===== src/rtl/alu_sequencer.sv =====
// Instruction FIFO + 8x8 register file that sequences an external 8-bit ALU (READ/EXEC/WB).
// Optional: define NOP_SKIP_EN to retire ops 1101-1111 in READ without touching the ALU.
module alu_sequencer #(
   parameter int DEPTH = 4,
   parameter int NREG  = 8
) (
   input  logic       clk,
   input  logic       rst_n,
   input  logic       in_valid,
   output logic       in_ready,
   input  logic [3:0] in_op,
   input  logic [2:0] in_rd,
   input  logic [2:0] in_rs1,
   input  logic [2:0] in_rs2,
   input  logic       wr_en,
   input  logic [2:0] wr_addr,
   input  logic [7:0] wr_data,
   output logic [3:0] alu_ctrl,
   output logic [7:0] alu_x,
   output logic [7:0] alu_y,
   input  logic [7:0] alu_out,
   input  logic       alu_carry,
   output logic       res_valid,
   output logic [7:0] res_data,
   output logic       res_carry,
   output logic [2:0] res_rd,
   output logic       busy
);

   localparam int PW = (DEPTH > 1) ? $clog2(DEPTH) : 1;
   localparam logic [PW:0] CNT_FULL = (PW+1)'(DEPTH);

   typedef struct packed {
      logic [3:0] op;
      logic [2:0] rd;
      logic [2:0] rs1;
      logic [2:0] rs2;
   } instr_t;

   typedef enum logic [1:0] {IDLE, READ, EXEC, WB} state_t;

   state_t        state_q, state_d;
   instr_t        fifo_q [DEPTH];
   instr_t        fifo_d [DEPTH];
   logic [PW-1:0] wr_ptr_q, wr_ptr_d, rd_ptr_q, rd_ptr_d;
   logic [PW:0]   count_q, count_d;
   logic [7:0]    rf_q [NREG];
   logic [7:0]    rf_d [NREG];
   logic [3:0]    alu_ctrl_q, alu_ctrl_d;
   logic [7:0]    alu_x_q, alu_x_d, alu_y_q, alu_y_d;
   logic [2:0]    rd_q, rd_d;
   logic          res_valid_q, res_valid_d;
   logic [7:0]    res_data_q, res_data_d;
   logic          res_carry_q, res_carry_d;
   logic [2:0]    res_rd_q, res_rd_d;

   instr_t in_instr, head;
   logic   full, push, pop, skip_nop;

   assign in_instr = '{op: in_op, rd: in_rd, rs1: in_rs1, rs2: in_rs2};
   assign head     = fifo_q[rd_ptr_q];
   assign full     = (count_q == CNT_FULL);
   assign in_ready = rst_n & ~full;
   assign push     = in_valid & in_ready;
   // READ is only entered with a non-empty FIFO, so it always pops the head.
   assign pop      = (state_q == READ);

`ifdef NOP_SKIP_EN
   assign skip_nop = (head.op > 4'b1100);
`else
   assign skip_nop = 1'b0;
`endif

   always_comb begin
      state_d     = state_q;
      fifo_d      = fifo_q;
      wr_ptr_d    = wr_ptr_q;
      rd_ptr_d    = rd_ptr_q;
      rf_d        = rf_q;
      alu_ctrl_d  = alu_ctrl_q;
      alu_x_d     = alu_x_q;
      alu_y_d     = alu_y_q;
      rd_d        = rd_q;
      res_valid_d = 1'b0;
      res_data_d  = res_data_q;
      res_carry_d = res_carry_q;
      res_rd_d    = res_rd_q;
      count_d     = count_q + (PW+1)'(push) - (PW+1)'(pop);

      if (push) begin
         fifo_d[wr_ptr_q] = in_instr;
         wr_ptr_d         = wr_ptr_q + PW'(1);
      end
      if (pop) rd_ptr_d = rd_ptr_q + PW'(1);

      // Write-back is applied after the host write so it wins on an address clash.
      if (wr_en) rf_d[wr_addr] = wr_data;
      if (state_q == WB) rf_d[res_rd_q] = res_data_q;

      case (state_q)
         IDLE: if (count_q != '0) state_d = READ;
         READ: begin
            if (skip_nop) begin
               state_d = (count_d != '0) ? READ : IDLE;
            end else begin
               alu_ctrl_d = head.op;
               alu_x_d    = rf_q[head.rs1];
               alu_y_d    = rf_q[head.rs2];
               rd_d       = head.rd;
               state_d    = EXEC;
            end
         end
         EXEC: begin
            res_data_d  = alu_out;
            res_carry_d = alu_carry;
            res_rd_d    = rd_q;
            res_valid_d = 1'b1;
            state_d     = WB;
         end
         WB:      state_d = (count_q != '0) ? READ : IDLE;
         default: state_d = IDLE;
      endcase
   end

   always_ff @(posedge clk) begin
      if (!rst_n) begin
         state_q     <= IDLE;
         wr_ptr_q    <= '0;
         rd_ptr_q    <= '0;
         count_q     <= '0;
         alu_ctrl_q  <= '0;
         alu_x_q     <= '0;
         alu_y_q     <= '0;
         rd_q        <= '0;
         res_valid_q <= 1'b0;
         res_data_q  <= '0;
         res_carry_q <= 1'b0;
         res_rd_q    <= '0;
         for (int i = 0; i < DEPTH; i++) fifo_q[i] <= '0;
         for (int i = 0; i < NREG; i++)  rf_q[i]   <= '0;
      end else begin
         state_q     <= state_d;
         wr_ptr_q    <= wr_ptr_d;
         rd_ptr_q    <= rd_ptr_d;
         count_q     <= count_d;
         alu_ctrl_q  <= alu_ctrl_d;
         alu_x_q     <= alu_x_d;
         alu_y_q     <= alu_y_d;
         rd_q        <= rd_d;
         res_valid_q <= res_valid_d;
         res_data_q  <= res_data_d;
         res_carry_q <= res_carry_d;
         res_rd_q    <= res_rd_d;
         fifo_q      <= fifo_d;
         rf_q        <= rf_d;
      end
   end

   assign alu_ctrl  = alu_ctrl_q;
   assign alu_x     = alu_x_q;
   assign alu_y     = alu_y_q;
   assign res_valid = res_valid_q;
   assign res_data  = res_data_q;
   assign res_carry = res_carry_q;
   assign res_rd    = res_rd_q;
   assign busy      = (state_q != IDLE) || (count_q != '0);

endmodule


===== config.mk =====
export PLATFORM = sky130hd
export DESIGN_NAME = alu_sequencer
export DESIGN_NICKNAME = d
export VERILOG_FILES = /design/src/rtl/alu_sequencer.sv
export SDC_FILE = /design/constraint.sdc
export NUM_CORES = 1
export LEC_CHECK = 0
export ABC_AREA = 1
export BUFFER_PORTS_ARGS = -buffer_cell sky130_fd_sc_hd__clkbuf_2
export CORE_ASPECT_RATIO = 2
export CORE_MARGIN = 2
export CORE_UTILIZATION = 40
export CTS_CLUSTER_SIZE = 24
export DETAILED_ROUTE_END_ITERATION = 6
export SKIP_CTS_REPAIR_TIMING = 1
export SLEW_MARGIN = 20
export SYNTH_ARGS = -nofsm -noshare
export SYNTH_HDL_FRONTEND = slang
export SYNTH_SLANG_ARGS = --single-unit

===== constraint.sdc =====
create_clock -name clk -period 2.41 [get_ports clk]
set_input_delay 0.482 -clock clk [delete_from_list [all_inputs] [get_ports clk]]
set_output_delay 0.482 -clock clk [all_outputs]
set_load 0.01 [all_outputs]

==> metrics.yaml <==
synth:
  syn_nets: 1325
  ys_warn_count: 0
  ys_types: 30
  synth_top_area_share_pct: 37.30
  postSynthCellCount: 1277
  yosys.area.top_type: "dfxtp_1"
  ys_ff_latch: 161
  postSynthAreaPerCell_um2: 6.767
  ys_top_cells_by_area: "dfxtp_1 (37%), nand2_1 (10%), nand3_1 (9.6%), o21ai_0 (8.8%), inv_1 (8.2%)"
  netlist_area_um2: 8642
  yosysSeqAreaShare_pct: 37.30
floorplanning:
  fp.dieH_um: 211.9
  ios: 72
  die_area_um2: 22870
  floorplan.initialDensity_pct: 40.39
  coreArea_um2: 21400
  die_w_um: 107.9
  num_rows: 76
power_and_ir_drop:
  leakagePower_nw: 4.616
  powerDensity_nw_per_um2: 994.1
  power_mw: 9.653
  irDropWorstVdd_v: 0.0006819
worst_setup_path:
  cp_max_fo: 3
  cp-end-kind: "register"
  criticalPathCategory: "register to register"
  reg2reg_depth: 11
  arrival_ps: 2450
  crit_required_ps: 2740
  crit_path_start_kind: "register"
global_routing:
  antenna_found_initial: 0
  grt_use_met1_pct: 26.37
  grt_pass1_wl_um: 44370
  gr-usage-met2_pct: 44.29
  met3_usage_pct: 5.757
  gr-total-overflow: 0
  grt_max_degree: 145
  grt.total_usage_pct: 26.17
  grt_busiest_layer: "met2"
  grt_pass1_vias: 8033
cells_and_area:
  mostFrequentLayoutCells: "nand2_1 (241), inv_1 (189), nand3_1 (165)"
  drive_gt1_share_pct: 12.07
  final_nets: 1362
  final_common_cell: "nand2_1"
  antenna_cells: 0
  areaGrowthSynthToFinish_pct: 12.36
placed_design:
  dp_hpwl_um: 19810
  portBuffers: 71
  gp_congestion: 0.9383
clock_tree:
  clk_pin_slew_ps: 60
  cts_tree: "built"
  clk_latency_ps: 450
  htreeDepth: 4
  cts_buffers: 17
  cts.sinks: 161
  cts_root_buf: "clkbuf_16"
  cts_buffer_depth: 2
outcome:
  status: "finished, final reports clean"
routing:
  ant_nets: 0
  first_iter_violations: 566
  drtPass1Iterations: 5
  vias: 8506
  wl_um: 28610
  drc: 0
  wl_per_cell_um: 17.89
  via_per_inst: 5.320
timing:
  tightest_slew_ps: 642.9
  slew_headroom_pct: 56.99
  slew_viol_final: 0
  fmax_mhz: 471.6
  hold_viol: 0
  fin_skew_ps: 10.26
  tns_ps: 0
  rsz0062_at_grt: "no"
  layout_min_cycle_time_ps: 2121
  hold_slack_ps: 268.5
  setup_viol: 0
  post-route-period-util_pct: 87.99
hold_path:
  worstHoldPathCells: 3
  min_path_type: "input pin to register"
flow_run:
  maxCapViolCount: 0
-- layer usage --
metal  routed length, um  vias up  share of wire (%)
li1                    -     4259                  -
met1                9906     3835                 35
met2               14300      291                 50
met3                1550      121                5.4
met4                2854        0                 10
met5                   0        -                  0
-- state kept, by name, summed over array words and instances (netlist names) --
signal,cells
alu_x,8
alu_ctrl,4
count_q,3
rd_ptr_q,2
res_data,8
wr_ptr_q,2
rd_q,3
alu_y,8
fifo_q,52
rf_q,64
res_carry,1
state_q,2
res_rd,3
res_valid,1
-- per-stage QoR --
step	area, um^2	instances	utilization [%]	setup WS [ps]
finish	9711	1599	45.39	289.5
global route	9711	1599	45.39	142.3
CTS	9711	1599	45.39	263.4
detailed placement	9091	1568	42.49	147.9
global placement	9091	1568	42.49	152.0
floorplan	8642	1277	-	10.88
-- area by class of cell --
type	count	area, um^2
inverters	202	760.7
flip-flops and latches	161	3223
clock inverters	11	152.6
multi-input cells	837	4215
repair buffers	95	550.5
clock buffers	20	466.7
well taps	273	341.6
fillers	2246	11690
-- logic make-up (layout without fill, tap and decap cells) --
logic type,count (synthesis),count (layout),synth area share (%)
xor gates and xnor gates,1,1,0.1014
and+or+nand+nor,483,483,24.83
adders and majority gates,11,11,1.679
AOI/OAI and AO/OA,342,342,22.17
DFF,161,161,37.30
buffers and inverters,279,328,13.93
-- report_power, final --
part | internal, mW | total [mW] | switching, mW
Sequential | 3.04 | 3.28 | 0.238
Clock | 1.71 | 2.89 | 1.18
Combinational | 1.06 | 3.48 | 2.42
Total | 5.82 | 9.65 | 3.84
-- synthesized netlist by cell type, drive strengths merged --
cell    count
nand3     169
ha         10
fa          1
buf        42
dfxtp     161
inv       194
nor3        1
clkinv      8
nand4       1
a31oi       2
clkbuf     35
xor2        1
nand2     250
o21ai     184
a21oi      93
nor2       62
o211ai     56
o22ai       7
-- critical path, stage by stage (launching register included) --
cell and delay, ps:
dfxtp_1 390, inv_1 120, a31oi_4 180, nand2_4 60
ha_1 290, inv_1 60, ha_1 130, inv_1 50
fa_1 360, xor2_1 160, o21ai_0 150, a21oi_1 50
-- path summary, 6_finish.rpt --
check / start / end / slack [ps]
max reg2reg: count_q[1]$_SDFF_PN0_ / count_q[2]$_SDFF_PN0_ / 290
max: count_q[1]$_SDFF_PN0_ / count_q[2]$_SDFF_PN0_ / 290
min reg2reg: rd_q[0]$_SDFFE_PN0N_ / res_rd[0]$_SDFFE_PN0P_ / 510
min: alu_carry / res_carry$_SDFFE_PN0P_ / 270
Note: power is estimated with default switching activity, not from simulation.
